<file path="config.mk">
export PLATFORM = sky130hd
export DESIGN_NAME = mac_accum
export DESIGN_NICKNAME = d
export VERILOG_FILES = /design/src/rtl/mac_pkg.sv /design/src/rtl/mac_tag_pipe.sv /design/src/rtl/mac_accum.sv
export SDC_FILE = /design/constraint.sdc
export NUM_CORES = 1
export LEC_CHECK = 0
export BUFFER_PORTS_ARGS = -buffer_cell sky130_fd_sc_hd__buf_2
export CAP_MARGIN = 25
export CORE_UTILIZATION = 57
export CTS_BUF_LIST = sky130_fd_sc_hd__clkbuf_4
export CTS_CLUSTER_DIAMETER = 60
export DETAILED_ROUTE_END_ITERATION = 8
export PLACE_DENSITY = 0.83
export SKIP_CTS_REPAIR_TIMING = 1
export SLEW_MARGIN = 20
export SYNTH_ARGS = -nofsm -noshare
export SYNTH_HDL_FRONTEND = slang
export SYNTH_SLANG_ARGS = --single-unit
</file>
<file path="constraint.sdc">
create_clock -name clk -period 6.1 [get_ports clk]
set_input_delay 0.305 -clock clk [delete_from_list [all_inputs] [get_ports clk]]
set_output_delay 0.305 -clock clk [all_outputs]
set_load 0.05 [all_outputs]
</file>
<file path="src/rtl/mac_pkg.sv">
// Shared constants, pipeline tag type and the overflow-aware accumulate
// helper for the multiply-accumulate unit.
package mac_pkg;

   localparam int WIDTH_A_DEF     = 8;
   localparam int WIDTH_F_DEF     = 20;
   localparam int PIPE_STAGES_MAX = 2;
   localparam int ACC_MAX         = 64;

   typedef struct packed {
      logic valid;
      logic clear;
   } tag_t;

   typedef struct packed {
      logic [ACC_MAX-1:0] f_next;
      logic               ovf;
   } sat_res_t;

   // f and p must already fit in 'width' bits; the carry out of bit width-1
   // is the overflow, and saturation replaces the wrapped sum with all ones.
   function automatic sat_res_t sat_add(input logic [ACC_MAX-1:0] f,
                                        input logic [ACC_MAX-1:0] p,
                                        input int unsigned        width,
                                        input logic               saturate);
      logic [ACC_MAX:0]   sum;
      logic [ACC_MAX-1:0] mask;
      sat_res_t           res;
      sum        = {1'b0, f} + {1'b0, p};
      mask       = {ACC_MAX{1'b1}} >> (ACC_MAX - width);
      res.ovf    = |(sum >> width);
      res.f_next = (res.ovf && saturate) ? mask : (sum[ACC_MAX-1:0] & mask);
      return res;
   endfunction

endpackage

</file>
<file path="src/rtl/mac_tag_pipe.sv">
// Delay line for the valid/clear tags (STAGES+1 deep, stage 0 sits beside the
// operand registers) and for the product (STAGES deep, after the multiplier).
module mac_tag_pipe
   import mac_pkg::*;
#(
   parameter int STAGES = 0,
   parameter int PW     = 16
) (
   input  logic          clk,
   input  logic          reset,
   input  tag_t          tag_in,
   input  logic [PW-1:0] p_in,
   output tag_t          tag_out,
   output logic [PW-1:0] p_out
);

   logic [STAGES:0] vld_pipe;
   logic [STAGES:0] clr_pipe;

   always_ff @(posedge clk) begin
      if (reset) begin
         vld_pipe <= '0;
         clr_pipe <= '0;
      end else begin
         vld_pipe[0] <= tag_in.valid;
         clr_pipe[0] <= tag_in.clear;
         for (int i = 1; i <= STAGES; i++) begin
            vld_pipe[i] <= vld_pipe[i-1];
            clr_pipe[i] <= clr_pipe[i-1];
         end
      end
   end

   assign tag_out.valid = vld_pipe[STAGES];
   assign tag_out.clear = clr_pipe[STAGES];

   generate
      if (STAGES == 0) begin : g_nopipe
         assign p_out = p_in;
      end else begin : g_pipe
         logic [STAGES-1:0][PW-1:0] p_q;
         always_ff @(posedge clk) begin
            if (reset) begin
               p_q <= '0;
            end else begin
               p_q[0] <= p_in;
               for (int i = 1; i < STAGES; i++) p_q[i] <= p_q[i-1];
            end
         end
         assign p_out = p_q[STAGES-1];
      end
   endgenerate

endmodule

</file>
<file path="src/rtl/mac_accum.sv">
// Multiply-accumulate: registered operands, unsigned multiply, optional
// product pipeline, and a single-cycle accumulator with wrap/saturate overflow.
module mac_accum
   import mac_pkg::*;
#(
   parameter int WIDTH_A     = WIDTH_A_DEF,
   parameter int WIDTH_F     = WIDTH_F_DEF,
   parameter int PIPE_STAGES = 0,
   parameter int SATURATE    = 1
) (
   input  logic               clk,
   input  logic               reset,
   input  logic [WIDTH_A-1:0] a,
   input  logic [WIDTH_A-1:0] b,
   input  logic               valid_in,
   input  logic               clear_acc,
   output logic [WIDTH_F-1:0] f,
   output logic               valid_out,
   output logic               overflow
);

   localparam int PW = 2 * WIDTH_A;

   generate
      if (WIDTH_F < PW) begin : g_bad_width
         $error("mac_accum: WIDTH_F must be >= 2*WIDTH_A");
      end
      if (WIDTH_F > ACC_MAX) begin : g_bad_acc
         $error("mac_accum: WIDTH_F exceeds sat_add range");
      end
      if (PIPE_STAGES < 0 || PIPE_STAGES > PIPE_STAGES_MAX) begin : g_bad_pipe
         $error("mac_accum: PIPE_STAGES out of range");
      end
   endgenerate

   logic [WIDTH_A-1:0] a_q, b_q;
   logic [PW-1:0]      prod, p_fin;
   tag_t               tag_in, tag_fin;
   sat_res_t           sum_res;
   logic               unused_sum;

   // Operands hold on idle cycles; their tag enters the pipe every cycle.
   always_ff @(posedge clk) begin
      if (reset) begin
         a_q <= '0;
         b_q <= '0;
      end else if (valid_in) begin
         a_q <= a;
         b_q <= b;
      end
   end

   assign prod         = PW'(a_q) * PW'(b_q);
   assign tag_in.valid = valid_in;
   assign tag_in.clear = valid_in & clear_acc;

   mac_tag_pipe #(
      .STAGES (PIPE_STAGES),
      .PW     (PW)
   ) u_tag_pipe (
      .clk     (clk),
      .reset   (reset),
      .tag_in  (tag_in),
      .p_in    (prod),
      .tag_out (tag_fin),
      .p_out   (p_fin)
   );

   assign sum_res    = sat_add(ACC_MAX'(f), ACC_MAX'(p_fin), WIDTH_F, SATURATE != 0);
   assign unused_sum = ^sum_res.f_next;

   // Feedback through f closes in one cycle regardless of pipeline depth.
   always_ff @(posedge clk) begin
      if (reset) begin
         f         <= '0;
         valid_out <= 1'b0;
         overflow  <= 1'b0;
      end else begin
         valid_out <= tag_fin.valid;
         if (tag_fin.valid) begin
            if (tag_fin.clear) begin
               f        <= WIDTH_F'(p_fin);
               overflow <= 1'b0;
            end else begin
               f <= sum_res.f_next[WIDTH_F-1:0];
               if (sum_res.ovf) overflow <= 1'b1;
            end
         end
      end
   end

endmodule

</file>
Word-level counts from Yosys, hierarchy flattened:

Cells that the tools add are included.

* add/subtract/negate cells: 1
* $mul: 1
* bitwise operators: 1
* muxes and demuxes: 4
* reductions and logical operators: 3

Operator list (number)
* OR reduction 45 bit: 1
* two-way mux 20 bit: 2
* adder 20 x 16 -> 21 bit: 1
* multiplier 8 x 8 -> 16 bit: 1
* two-way mux 1 bit: 2
* AND reduction 2 bit: 1
* nonzero test 2 bit: 1
* bitwise AND 1 bit: 1

* register bits: 40
* word-level logic and storage cells: 17
* bits of input ports: 20

Longest topological paths before layout:

* word-level depth: 5
* mapped depth: 24
* mapped depth without buffers: 24

By module:

A second synthesis with hierarchy kept.

* cell total of the unflattened synthesis: 550
* area total of the unflattened synthesis: 4648.2 um^2

Modules (own cells, without submodules)
* mac_accum: area each 4460.5 um^2, sequential area each 760.7 um^2, instances 1, cells an instance 528
* mac_tag_pipe: area each 187.7 um^2, sequential area each 40.0 um^2, instances 1, cells an instance 22

Worst setup path after synthesis:

Ideal clock, no wire load.

* path type: reg2reg
* from: register a_q[0]
* to: register f[13]
* arrival: 5.568 ns
* period minus slack after synthesis: 5.685 ns
* stages on the path, launching flop included: 23
* required time: 5.983 ns
* path slack: 0.415 ns
* path through: dfxtp_1 nand2_1 fa_1 fa_1 inv_1 fa_1 inv_1 fa_1 inv_1 ha_1 a21o_1 a22oi_1 nor2b_1 xnor2_1 ha_1 clkbuf_1 a21oi_1 o21ai_0 a221o_4 a21oi_4 buf_6 o21ai_2 a22o_1

* cells in the longest elaborated chain, start to end: 5

RTL lines
* from (decl): line mac_accum.sv:36 `logic [WIDTH_A-1:0] a_q, b_q;`
* from (signal assigned): line mac_accum.sv:45 `a_q <= '0;`
* from (signal assigned): line mac_accum.sv:48 `a_q <= a;`
* multiplier 8 x 8 -> 16 bit (*): line mac_accum.sv:53 `assign prod = PW'(a_q) * PW'(b_q);`
* adder 20 x 16 -> 21 bit: line mac_pkg.sv:29 `sum = {1'b0, f} + {1'b0, p};`
* OR reduction 45 bit: line mac_pkg.sv:31 `res.ovf = |(sum >> width);`
* two-way mux 20 bit: line mac_pkg.sv:32 `res.f_next = (res.ovf && saturate) ? mask : (sum[ACC_MAX-1:0] & mask);`
* two-way mux 20 bit (*): line mac_accum.sv:81 `if (tag_fin.clear) begin`
* to (signal assigned): line mac_accum.sv:82 `f <= WIDTH_F'(p_fin);`
* to (signal assigned): line mac_accum.sv:85 `f <= sum_res.f_next[WIDTH_F-1:0];`
* to (decl): line mac_accum.sv:17 `output logic [WIDTH_F-1:0] f,`

Mark *: on every way between the ends. The rest lies on a longest branch, timed or not.
A chain may end at the register's enable or synchronous reset.

Worst setup path in the final report:

* from: register b_q[4]
* to: register f[15]

* cells in the longest elaborated chain, start to end: 5

RTL lines
* from (decl): line mac_accum.sv:36
* from (signal assigned): line mac_accum.sv:46 `b_q <= '0;`
* from (signal assigned): line mac_accum.sv:49 `b_q <= b;`
* multiplier 8 x 8 -> 16 bit (*): line mac_accum.sv:53
* adder 20 x 16 -> 21 bit: line mac_pkg.sv:29
* OR reduction 45 bit: line mac_pkg.sv:31
* two-way mux 20 bit: line mac_pkg.sv:32
* two-way mux 20 bit (*): line mac_accum.sv:81

Marked as above.

==> flow_summary.json <==
{
  "postSynthNetCount": 631,
  "synth-main-ff-cell": "sky130_fd_sc_hd__dfxtp_1",
  "power_density_nw_per_um2": 137,
  "antenna_found_initial": 0,
  "floorplan.rows": 32,
  "vdd_drop_max_mv": 0.0811,
  "number_of_enable_type_register_cells_in_the_synthesized_netlist": 0,
  "initialDrtViolationCount": 215,
  "maxCapViolCount": 0,
  "root_buffer": "sky130_fd_sc_hd__clkbuf_4",
  "power.static_leakage_nw": 2.66,
  "cell_count_final_fillers_out": 676,
  "critical_path_cell_with_the_highest_stage_delay": "sky130_fd_sc_hd__fa_1",
  "cp.required_ns": 6.40,
  "nets": 684,
  "path_buf_inv": 5,
  "async_reset_ff_frac": 0,
  "initial_utilization": 0.584,
  "critPathMaxFanout": 6,
  "setup.worst_path.start_class": "flip-flop",
  "post-dp-hpwl_um": 8620,
  "clkLatencyLatePin_ns": 0.38,
  "fin_hold_ws_ns": 0.130,
  "ys_seq_elements": 40,
  "vias": 4017,
  "drt-vias-per-instance": 5.94,
  "crit_family": "adder cells",
  "synth_compound_area_frac": 0.178,
  "yosys.area.top_type_share": 0.178,
  "fp.dieW_um": 90.8,
  "die_height_um": 90.8,
  "die-area_um2": 8240,
  "post_synth_instance_area_um2": 4490,
  "cts_tree": "built",
  "drtAntennaViolNets": 0,
  "yosys_warnings": 0,
  "seq_area_frac_synth": 0.178,
  "cts_htree_levels": 2,
  "layout_min_cycle_time_ns": 5.92,
  "synth-adder-area-share": 0.315,
  "globalRouteTotalUtil": 0.278,
  "min-delay-path-class": "input port to flip-flop",
  "synth.top_cells.by_area": "sky130_fd_sc_hd__dfxtp_1, sky130_fd_sc_hd__fa_1, sky130_fd_sc_hd__ha_1, sky130_fd_sc_hd__and2_1, sky130_fd_sc_hd__inv_1",
  "yosys.cell_count.top_type": "sky130_fd_sc_hd__inv_1",
  "skew_ns": 0.0190,
  "slew_headroom": 0.618,
  "status": "completed",
  "drt-pass1-iter-count": 6,
  "place_congestion": 0.948,
  "finalCoreUtilization": 0.657,
  "core_area_um2": 7690,
  "num_io_pins": 42,
  "cts_num_sinks": 40,
  "fmax_mhz": 169,
  "critical-path-max-stage-delay_ns": 0.54,
  "cts_buffers": 5,
  "synthMuxAreaShare": 0.0356,
  "drive_above_1_share": 0.164,
  "yosys.area.top_type": "sky130_fd_sc_hd__dfxtp_1",
  "layout_setup_ws_ns": 0.177,
  "routedWlPerCell_um": 16.4,
  "cts_buffer_depth": 2,
  "synthToLayoutAreaGrowth_pct": 12.4,
  "dominant_combinational_cell_family_by_area_after_synthesis": "adder cells",
  "worst_pin_slew_ns": 0.567,
  "synth_simple_gate_area_share": 0.189,
  "netlist_cell_types": 50,
  "worst_path_most_repeated_cell": "sky130_fd_sc_hd__fa_1",
  "final_hold_viol_count": 0,
  "synth_area_in_xor_xnor": 0.0429,
  "finalMaxSlewViolations": 0,
  "fin_crit_sh": 0.971,
  "critical_path_class": "flip-flop to flip-flop",
  "crit_path_end_kind": "flip-flop",
  "netlist_instances": 520,
  "preCtsSetupSlack_ns": -0.0185,
  "ys_top_cells_by_count": "sky130_fd_sc_hd__inv_1, sky130_fd_sc_hd__and2_1, sky130_fd_sc_hd__ha_1",
  "count_of_final_setup_violators": 0,
  "post-route-drc-count": 0,
  "globalRouteOverflowTotal": 0,
  "path_cells": "buf_4 -> and2_1 -> fa_1 -> fa_1 -> inv_1 -> fa_1 -> fa_1 -> inv_1 -> ha_1 -> nor4_2 -> o21ai_2 -> a31o_2 -> a21oi_1 -> xor2_1 -> inv_1 -> ha_1 -> buf_4 -> a21o_1 -> a21o_1 -> a221oi_1 -> o21ai_1 -> xnor2_1 -> a31oi_1",
  "clock_pin_slew_reported_for_the_worst_setup_and_hold_paths_after_clock_tree_synthesis_ns": 0.14,
  "grt_pass1_vias": 3924,
  "port-buffer-count": 41,
  "arrival_time_reported_for_the_critical_path_endpoint_ns": 6.22,
  "detail_route.wirelength_um": 11100,
  "grt_pass1_wl_um": 18400,
  "power_mw": 0.691,
  "antenna-diode-count": 0,
  "grt_max_degree": 26,
  "ff2ff_setup_slack_ns": 0.18,
  "avg_cell_area_syn_um2": 8.64,
  "dpl.cell_count": 667
}
registers in the layout, summed over array words and instances, names as in the netlist:
signal / cells
a_q: 8
b_q: 8
f: 20
overflow: 1
u_tag_pipe.clr_pipe: 1
u_tag_pipe.vld_pipe: 1
valid_out: 1
placed cells by master, fill, tap and decap left out, types with 3 or more instances in the layout:
master / n
sky130_fd_sc_hd__nor3_1: 8
sky130_fd_sc_hd__o22ai_1: 3
sky130_fd_sc_hd__and2_1: 56
sky130_fd_sc_hd__and3_1: 5
sky130_fd_sc_hd__a31oi_1: 7
sky130_fd_sc_hd__nand2_1: 30
sky130_fd_sc_hd__o211ai_1: 4
sky130_fd_sc_hd__a22o_1: 5
sky130_fd_sc_hd__inv_1: 60
sky130_fd_sc_hd__nand3_1: 6
sky130_fd_sc_hd__dfxtp_2: 10
sky130_fd_sc_hd__xnor2_1: 12
sky130_fd_sc_hd__nor2_1: 35
sky130_fd_sc_hd__nand2b_1: 4
sky130_fd_sc_hd__a21oi_1: 27
sky130_fd_sc_hd__xor2_1: 9
sky130_fd_sc_hd__mux2i_1: 16
sky130_fd_sc_hd__nor3b_1: 3
sky130_fd_sc_hd__clkbuf_4: 5
sky130_fd_sc_hd__nor2b_1: 4
sky130_fd_sc_hd__buf_4: 15
sky130_fd_sc_hd__nand4_1: 4
sky130_fd_sc_hd__buf_2: 41
sky130_fd_sc_hd__fa_1: 36
sky130_fd_sc_hd__a211oi_1: 4
sky130_fd_sc_hd__ha_1: 52
sky130_fd_sc_hd__o21ai_2: 5
sky130_fd_sc_hd__o21a_1: 4
sky130_fd_sc_hd__a221oi_1: 4
sky130_fd_sc_hd__dfxtp_1: 30
sky130_fd_sc_hd__o21ai_0: 19
sky130_fd_sc_hd__a21o_1: 15
metal layers:
layer	routed length, um	share of wire	vias to the layer above	track usage
met2	5380	0.48	141	0.460
met3	750	0.068	27	0.0598
met1	4680	0.42	1955	0.356
li1	-	-	1894	-
met4	283	0.026	0	0.104
met5	0	0	-	0
report_power, final:
part	internal, mW	total [mW]	switching [mW]
Clock	0.0857	0.190	0.104
Combinational	0.0822	0.208	0.126
Sequential	0.275	0.293	0.0188
Total	0.443	0.691	0.249
path summary, 6_finish.rpt:
kind / from / end / depth (start not counted)
min reg2reg: overflow$_SDFFE_PP0P_ / overflow$_SDFFE_PP0P_ / 2
min: clear_acc / u_tag_pipe.clr_pipe$_SDFF_PP0_ / 2
max: b_q[4]$_SDFFE_PP0P_ / f[15]$_SDFFE_PP0P_ / 23
max reg2reg: b_q[4]$_SDFFE_PP0P_ / f[15]$_SDFFE_PP0P_ / 23
worst reg2reg max path: cells and delay by family (launching register included):
family | cells | cell delay, ns
XOR/XNOR | 2 | 0.36
AO/OA/AOI/OAI | 8 | 1.63
buffers and inverters | 5 | 0.47
flip-flops | 1 | 0.38
adder cells (fa/ha/maj) | 6 | 2.55
AND/OR/NAND/NOR | 2 | 0.46
area by class of cell:
cell class / instances / area (um2)
Sequential cell: 40 / 813
Clock inverter: 3 / 42.5
Inverter: 60 / 225
Tap cell: 102 / 128
Multi-Input combinational cell: 409 / 3470
Fill cell: 669 / 2640
Timing Repair Buffer: 57 / 338
Clock buffer: 5 / 37.5
metrics by stage:
step	setup TNS, ns	instance area (um2)
floorplan	0	4490
global placement	0	4900
detailed placement	-0.0204	4900
CTS	-0.371	4980
global route	-0.0320	5050
finish	0	5050
kinds of logic after synthesis:
group,Yosys count
buf+inv,71
xor+xnor,22
compound gates,118
simple gates,162
flops,40
fa+ha+maj,91
mux,16
(Power assumes the default switching activity.)
